**src/rtl/spi_tx_feeder.sv**
```systemverilog
// spi_tx_feeder: FIFO-buffered word launcher for spi_master, paced by cs; define SPI_TX_FEEDER_STATS_EN for sent/drop counters
module spi_tx_feeder #(
  parameter int DATA_WIDTH = 12,
  parameter int DEPTH      = 8,
  parameter int TIMEOUT    = 64,
  parameter int GAP_CYCLES = 4
) (
  input  logic                    clk,
  input  logic                    reset,
  input  logic [DATA_WIDTH-1:0]   wr_data,
  input  logic                    wr_valid,
  output logic                    wr_ready,
  output logic [DATA_WIDTH-1:0]   din,
  output logic                    new_data,
  input  logic                    cs,
  output logic                    busy,
  output logic [$clog2(DEPTH):0]  level,
  output logic                    timeout_err
`ifdef SPI_TX_FEEDER_STATS_EN
  ,
  output logic [15:0]             sent_count,
  output logic [7:0]              drop_count
`endif
);
  localparam int AW = $clog2(DEPTH);
  localparam int LW = AW + 1;
  localparam int CW = $clog2((TIMEOUT > GAP_CYCLES ? TIMEOUT : GAP_CYCLES) + 1);
  localparam logic [1:0] IDLE = 2'd0, LAUNCH = 2'd1, ACTIVE = 2'd2, GAP = 2'd3;
  logic [DATA_WIDTH-1:0] mem [DEPTH];
  logic [AW-1:0] wp, rp;
  logic [1:0] state;
  logic [CW-1:0] timer;
  logic cs_q, fall, rise, wr, pop, expire;
  assign fall = cs_q & ~cs;
  assign rise = ~cs_q & cs;
  assign wr_ready = level != LW'(DEPTH);
  assign wr = wr_valid & wr_ready;
  assign pop = state == LAUNCH && fall;
  // a fall on the expiry edge wins over the timeout
  assign expire = state == LAUNCH && !fall && timer == CW'(TIMEOUT);
  assign busy = state != IDLE || level != '0;
  always_ff @(posedge clk)
    if (wr) mem[wp] <= wr_data;
  always_ff @(posedge clk or negedge reset)
    if (!reset) begin
      wp          <= '0;
      rp          <= '0;
      level       <= '0;
      din         <= '0;
      new_data    <= 1'b0;
      timeout_err <= 1'b0;
      state       <= IDLE;
      cs_q        <= 1'b1;
      timer       <= '0;
    end else begin
      cs_q        <= cs;
      wp          <= wp + AW'(wr);
      rp          <= rp + AW'(pop);
      level       <= level + LW'(wr) - LW'(pop);
      timeout_err <= expire;
      case (state)
        IDLE:
          if (level != '0) begin
            state    <= LAUNCH;
            din      <= mem[rp];
            new_data <= 1'b1;
            timer    <= '0;
          end
        LAUNCH: begin
          timer <= timer + 1'b1;
          if (fall || expire) new_data <= 1'b0;
          if (fall) state <= ACTIVE;
          else if (expire) begin
            state <= GAP;
            timer <= '0;
          end
        end
        ACTIVE:
          if (rise) begin
            state <= GAP;
            timer <= '0;
          end
        GAP: begin
          timer <= timer + 1'b1;
          if (timer == CW'(GAP_CYCLES - 1)) state <= IDLE;
        end
        default: state <= IDLE;
      endcase
    end
`ifdef SPI_TX_FEEDER_STATS_EN
  always_ff @(posedge clk or negedge reset)
    if (!reset) begin
      sent_count <= '0;
      drop_count <= '0;
    end else begin
      sent_count <= sent_count + 16'(pop);
      drop_count <= drop_count + 8'(expire && drop_count != 8'hFF);
    end
`endif
endmodule

```
**config.mk**
```make
export PLATFORM = sky130hd
export DESIGN_NAME = spi_tx_feeder
export DESIGN_NICKNAME = d
export VERILOG_FILES = /design/src/rtl/spi_tx_feeder.sv
export SDC_FILE = /design/constraint.sdc
export NUM_CORES = 1
export LEC_CHECK = 0
export ABC_AREA = 1
export CAP_MARGIN = 40
export CORE_UTILIZATION = 40
export DETAILED_ROUTE_END_ITERATION = 10
export PLACE_DENSITY = 0.68
export SETUP_SLACK_MARGIN = 0.5
export SLEW_MARGIN = 30
export SYNTH_ARGS = -nofsm -noshare
export SYNTH_HDL_FRONTEND = slang
export SYNTH_SLANG_ARGS = --single-unit
```
**constraint.sdc**
```tcl
create_clock -name clk -period 4.83 [get_ports clk]
set_input_delay 0.7245 -clock clk [delete_from_list [all_inputs] [get_ports clk]]
set_output_delay 0.7245 -clock clk [all_outputs]
set_load 0.1 [all_outputs]
```
==> results of run 1 <==
metal layers:
metal | up-vias | part of all wire (%) | wire length, um
met2 | 151 | 48 | 5820
met1 | 1804 | 43 | 5230
met5 | - | 0 | 0
met4 | 0 | 2.1 | 260
met3 | 18 | 7.5 | 915
li1 | 1774 | - | -
per-stage QoR:
step                std cells  total power, mW  setup WS [ps]
detailed placement        692             3.76           2060
global placement          665             3.42           2050
finish                    727             5.04           2060
floorplan                 471             3.04           1340
global route              727             5.31           1960
CTS                       724             5.04           2040
worst reg2reg max path: cells and delay by family (launching register included):
kind | cells | cell delay [ps]
adders and majority gates | 4 | 1100
DFF | 1 | 420
buffers and inverters | 4 | 300
and+or+nand+nor | 1 | 200
xor gates and xnor gates | 1 | 130
area by class of cell:
cell class	instances	share of cell area, %
clock buffers	20	6.25
multi-input cells	291	22.0
flip-flops and latches	130	53.5
well taps	176	3.15
repair buffers	67	11.2
clock inverters	12	2.26
inverters	31	1.67
cells in the mapped netlist:
| cell type | count | area [um^2] |
|---|---|---|
| edfxtp_1 | 96 | 2880 |
| nor2_1 | 88 | 330 |
| nand2_1 | 59 | 221 |
| o21ai_0 | 43 | 215 |
| dfrtp_1 | 33 | 826 |
| inv_1 | 29 | 109 |
| o211ai_1 | 24 | 180 |
| nand3_1 | 23 | 115 |
| ha_1 | 18 | 225 |
| o21ai_1 | 18 | 90.1 |
| buf_2 | 7 | 35.0 |
| buf_6 | 4 | 45.0 |
| clkbuf_1 | 4 | 15.0 |
| xor2_1 | 4 | 35.0 |
| a21oi_1 | 3 | 15.0 |
| inv_2 | 2 | 7.51 |
| xnor2_1 | 2 | 17.5 |
| a21o_1 | 1 | 7.51 |
| a21oi_2 | 1 | 8.76 |
| buf_12 | 1 | 20.0 |
| buf_4 | 1 | 7.51 |
| buf_8 | 1 | 15.0 |
| clkbuf_2 | 1 | 5.00 |
| dfstp_2 | 1 | 26.3 |
| fa_1 | 1 | 20.0 |
| nand2_2 | 1 | 6.26 |
| nand4_1 | 1 | 6.26 |
| nand4_2 | 1 | 12.5 |
| nor2_4 | 1 | 11.3 |
| o211a_1 | 1 | 10.0 |
| or2_2 | 1 | 6.26 |
power by group through the flow:
stage | Combinational (mW) | Clock [mW] | Sequential [mW]
after detailed placement | 2.17 | 0 | 1.59
final | 2.20 | 1.27 | 1.56
after global routing | 2.38 | 1.34 | 1.59
after global placement | 1.84 | 0 | 1.58
after floorplan | 0.946 | 0 | 2.09
after CTS | 2.18 | 1.29 | 1.57
flip-flops by register name, indices dropped and copies added, names as in the netlist:
register,cells
din,12
new_data,1
level,4
mem,96
state,2
timer,7
rp,3
cs_q,1
timeout_err,1
wp,3
cell usage in the layout (no fill, tap or decap), drive strengths merged:
cell type and n:
bufinv 3, edfxtp 96, o211a 1, nand4 2
dfstp 1, nand2 60, dfrtp 33, clkinv 5
xnor2 2, o211ai 24, clkdlybuf4s50 34, xor2 4
fa 1, or2 1, nand3 23, inv 32
buf 32, ha 18, clkbuf 21, o21ai 61
clkinvlp 3, nor2 89, a21oi 4, a21o 1
logic make-up (layout without fill, tap and decap cells):
group,count (synthesis),in the layout,share of synthesized area (%)
AOI/OAI and AO/OA,91,91,9.53
xor gates and xnor gates,6,6,0.951
adders and majority gates,19,19,4.44
buffers and inverters,50,130,4.69
DFF,130,130,67.6
and+or+nand+nor,175,175,12.8
how the worst min path moves through the flow:
| stage | start | end | slack, ps | depth (start not counted) |
|---|---|---|---|---|
| after floorplan | reset | din[0] | 430 | 0 |
| final | reset | wp[1] | 170 | 1 |
| after CTS | reset | wp[1] | 420 | 1 |
| after global routing | reset | wp[1] | 160 | 1 |
| after global placement | din[8] | din[8] | 470 | 2 |
| after detailed placement | din[8] | din[8] | 460 | 2 |
==> impl_results.md, run 1 <==
- Worst Skew: roughly 10 ps
- Final Hold Viols: 0
- Crit path kind: reg -> out
- Max Cap Viol: 0
- Share of cells above drive strength 1: 12.7%
- Sequential share of power: about 31%
- Startpoint Class: flop
- Row cnt: 42
- Worst Path Max Fanout: 5
- Dpl hpwl: just over 8 mm
- Peak VDD IR: a little under 300 uV
- Drt first pass iters: 5
- GRT Max-Usage Layer: met2
- Antenna violations before repair: 0
- Period Utilization, post-route: between 50% and 60%
- TritonCTS clock tree: built
- Minimum clock period: about 2800 ps
- Placer Congestion: a little over 0.8
- Worst-path clk slew: ~60 ps
- Status: finished, final reports clean
- Final design utilization: between 50 and 60%
- Worst slew pin tran: 533 ps
- Mapped Nets: roughly 510
- Max stage delay on crit path: 520 ps
- CTS buffer count: 17
- Seq cells post-synth: 130
- Pint: approximately 3.0 mW
- Grt met2 use: around 29%
- Clock Sinks: 130
- Layout area overhead: 26.4%
- Initial Util: between 40% and 50%
- Switching Share: between 40% and 50%
- Pwr/cell area: 721 mW/mm^2
- Ys Warns: 0
- Min Hold Slack: approximately 170 ps
- Wire per inst: ~17 um
- R2R cell count: 10
- CP endpoint kind: primary output
- Crit-path leading delay family: buffers and inverters
- Sequential area share after synthesis: 67.6%
- Largest net degree at the start of global routing: 51
- CTS max path bufs: 2
- Residual DRC: 0
- Mapped Area: about 0.0055 mm^2
- Total GRT Usage: 18.6%
- R2R Path Start: state[1]
- Final net count: between 500 and 600
- GRT overflow: 0
- Post-route design area: 0.00699 mm^2
- CP Cell Sequence: inv_1 -> ha_1 -> nand4_2 -> clkdlybuf4s50_1 -> buf_8
- Via/cell ratio: 5.15
- Setup_tns: 0 ps
- Final wirelength: between 10 and 15 mm
- Crit path from: state[0]
- Combinational share of power: between 40 and 50%
- Clock power share: 25.3%
- Seq. cell area: 0.00373 mm^2
- Port Buffer Count: 35
- Cell Area, Placed: about 0.0063 mm^2
- RSZ-0062 raised after global routing: false
- Die X-Extent: between 100 and 150 um
- Final setup fails: 0
- Leak pwr: roughly 2.7 nW
- H-tree Lvls: 4
- Worst EP arrival: approximately 2000 ps
- Die Y: around 120 um
- First-pass GRT wire length: 19.7 mm
- Crit path capture: busy
- Resized Gates After CTS: 0
- Setup Buffers After CTS: 0
- Fmax: around 0.36 GHz
- Netlist cell types: 31
- Internal reg-to-reg setup slack: around 2600 ps
- Met1 usage: 24.7%
- Io pins: 36
- Die ar.: roughly 0.014 mm^2
- Worst Path Buf+Inv: 3
- Hold WC Path Type: in -> async
- Vias: roughly 3700
- Antenna diode count: 0
- Max-Slew Margin vs Limit: ~64%
- Crit. path cell count: 5
- Clk Latency, worst-skew pair: about 410 ps
- Core area: approximately 0.013 mm^2
- Slowest CP cell: clkdlybuf4s50_1
- ANT nets after route: 0
- Max Slew Vio Count: 0
- CP Data Required Time: 4110 ps
- Fill count: 1115
- Multi-input combinational cell area: roughly 0.0015 mm^2
- Syn Area/Cell: 11.7 um^2
- Reg2reg end: level[2]
- Vias in the first global route: about 3700
- Net switching power figure: between 2 and 2.5 mW
- Iteration-0 DRC Markers: between 300 and 400
- CTS hold repair buffers: 0
- Met3 usage: under 10%
- Clk root buf: clkbuf_16
- Post-Syn Instances: ~470
Power figures use the tool's default switching activity.
==> run 2, diff against run 1 <==
--- a/config.mk
+++ b/config.mk
@@ -9,7 +9,7 @@
 export CAP_MARGIN = 40
 export CORE_UTILIZATION = 40
 export DETAILED_ROUTE_END_ITERATION = 10
-export PLACE_DENSITY = 0.68
+export PLACE_DENSITY = 0.7
 export SETUP_SLACK_MARGIN = 0.5
 export SLEW_MARGIN = 30
 export SYNTH_ARGS = -nofsm -noshare
==> constraint.sdc (replaced) <==
create_clock -name clk -period 2.4 [get_ports clk]
set_input_delay 0.36 -clock clk [delete_from_list [all_inputs] [get_ports clk]]
set_output_delay 0.36 -clock clk [all_outputs]
set_load 0.1 [all_outputs]
==> run 2 against run 1 <==
Against the previous run:
- via count shrank 3.6%
- final area shrank 0.34%
- die area is the same
- non-clock buffer count is 15 lower
- register-to-register slack worse by 2100 ps
- global-route usage shrank 0.86 points
- core utilization down 0.18 points
- total power is 100% higher
- sequential power grew 110%
- flip-flop and latch count is the same
- largest power group unchanged
==> impl_results.md, run 2 (synthesis gave the netlist of run 1 again) <==
- Hold WC Path Type: in -> reg
- Initial Util: 41.4%
- Setup_tns: 0 ps
- Die Y: about 120 um
- Clock Sinks: 130
- Crit-path leading delay family: adder cells
- CTS max path bufs: 2
- Fill count: between 1000 and 1500
- Worst Path Max Fanout: 3
- R2R Path Start: level[2]
- Max-Slew Margin vs Limit: 57.8%
- Net switching power figure: 4.16 mW
- Total GRT Usage: between 10% and 20%
- Hold depth: 1
- Largest net degree at the start of global routing: 50
- Max stage delay on crit path: between 500 and 600 ps
- Sequential share of power: 31.6%
- Reg2reg end: level[1]
- Antenna diode count: 0
- Worst slew pin tran: around 630 ps
- Most frequent cells in the layout: edfxtp_1, nor2_1, nand2_1, o21ai_0, buf_4
- RSZ-0062 raised after global routing: true
- Status: finished, final reports clean
- Share of cells above drive strength 1: 20.0%
- Wire per inst: roughly 16 um
- Antenna violations before repair: 0
- Worst EP arrival: 2240 ps
- First-pass GRT wire length: around 19 mm
- Final Hold Viols: 0
- Worst Skew: between 5 and 6 ps
- Max Cap Viol: 0
- Via/cell ratio: between 5 and 6
- Cell mode on critical path: ha_4
- Pwr/cell area: 1450 mW/mm^2
- Final net count: 558
- Worst Path Buf+Inv: 4
- Io pins: 36
- Layout area overhead: 25.9%
- Pint: approximately 6 mW
- TritonCTS clock tree: built
- Crit path kind: reg -> reg
- Leak pwr: around 2.6 nW
- Residual DRC: 0
- Period Utilization, post-route: approximately four fifths
- CP Cell Sequence: inv_4 -> ha_4 -> nand3_4 -> nand2_4 -> ha_4 -> inv_2 -> ha_4 -> inv_2 -> fa_2 -> inv_1
- Clk root buf: clkbuf_16
- Port Buffer Count: 35
- Vias in the first global route: 3594
- ANT nets after route: 0
- Row cnt: 42
- Vias: roughly 3600
- GRT overflow: 0
- Top Registers: mem x96, din x12, timer x7
- Worst-path clk slew: roughly 60 ps
- Min Hold Slack: 373 ps
- R2R cell count: 10
- Startpoint Class: flop
- Clk Latency, worst-skew pair: 420 ps
- CP endpoint kind: flop
- Commonest non-fill, non-tap cell in the layout: edfxtp_1
- Final setup fails: 0
- Slowest CP cell: fa_2
- Die X-Extent: 120 um
- Switching Share: roughly two fifths
- Combinational share of power: between 40% and 50%
- Fmax: 0.520 GHz
- Hold endpoint: cs_q
- Max Slew Vio Count: 0
- Die ar.: between 0.01 and 0.015 mm^2
- H-tree Lvls: 4
- Max reg flops: 96
- Top reg by flops: mem
- CP Data Required Time: approximately 2700 ps
- Final Non-Filler Cells: roughly 700
- Iteration-0 DRC Markers: 261
- HP Start: cs
- Minimum clock period: about 1900 ps
- Final wirelength: approximately 11 mm
- Core area: ~0.013 mm^2
- Clock power share: 27.6%
- Placed insts: 668
- Dpl hpwl: ~6.7 mm
- CTS buffer count: 17
- Drt first pass iters: 5
- Placer Congestion: approximately 0.8
- Peak VDD IR: between 900 and 1000 uV
- Internal reg-to-reg setup slack: approximately 480 ps
[run 2: worst max path at each step]
stage                     startpoint  endpoint  slack (ps)  cells past startpoint
after floorplan             level[2]  level[1]         -10                     10
after global placement            cs  level[1]         140                     10
after detailed placement          cs  level[1]          90                     10
after CTS                   level[0]  level[1]         430                      9
after global routing        state[1]  level[1]         420                     10
final                       level[2]  level[1]         480                     10
[run 2: what timing repair did]
action / 4_1_cts / 5_1_grt
setup buffers: 6 / 4
hold buffers: 1 / 0
hold endpoints to repair: 19 / 0
pin swaps: 4 / 4
cloned: 0 / 0
resized for setup: 12 / 1
setup endpoints to repair: 52 / 21
[run 2: power groups by stage]
stage | Clock [mW] | Combinational, mW | Sequential (mW)
2_1_floorplan | 0 | 2.04 | 4.25
3_3_place_gp | 0 | 3.79 | 3.20
3_5_place_dp | 0 | 3.88 | 3.22
4_1_cts | 2.82 | 4.07 | 3.19
5_1_grt | 2.93 | 4.51 | 3.24
6_report | 2.79 | 4.13 | 3.20
[run 2: worst reg2reg max path, stage by stage, from the launching register on]
cell	delay [ps]
dfrtp_4	490
inv_4	80
ha_4	130
nand3_4	80
nand2_4	80
ha_4	190
inv_2	50
ha_4	120
inv_2	30
fa_2	510
inv_1	40
[run 2: cell type report]
cell class	instances	area, um^2	share of cell area, %
well taps	176	220	3.16
clock inverters	14	213	3.06
repair buffers	52	520	7.48
clock buffers	17	425	6.11
flip-flops and latches	130	3750	53.9
multi-input cells	291	1710	24.5
inverters	31	126	1.82
[run 2: stage by stage]
step / power, mW / instance area [um^2] / worst slack, ps / utilization [%]
after floorplan: 6.29 / 5670 / -10.9 / -
after global placement: 7.00 / 6100 / 138 / 45.7
after detailed placement: 7.10 / 6100 / 91.5 / 45.7
after CTS: 10.1 / 6900 / 432 / 51.7
after global routing: 10.7 / 6960 / 423 / 52.2
final: 10.1 / 6960 / 478 / 52.2
[run 2: layer usage]
metal	up-vias	wire length (um)	GRT usage [%]
met5	-	0	0
met4	0	211	8.13
met3	17	523	5.47
met2	107	5640	28.1
met1	1748	5070	22.3
li1	1741	-	-
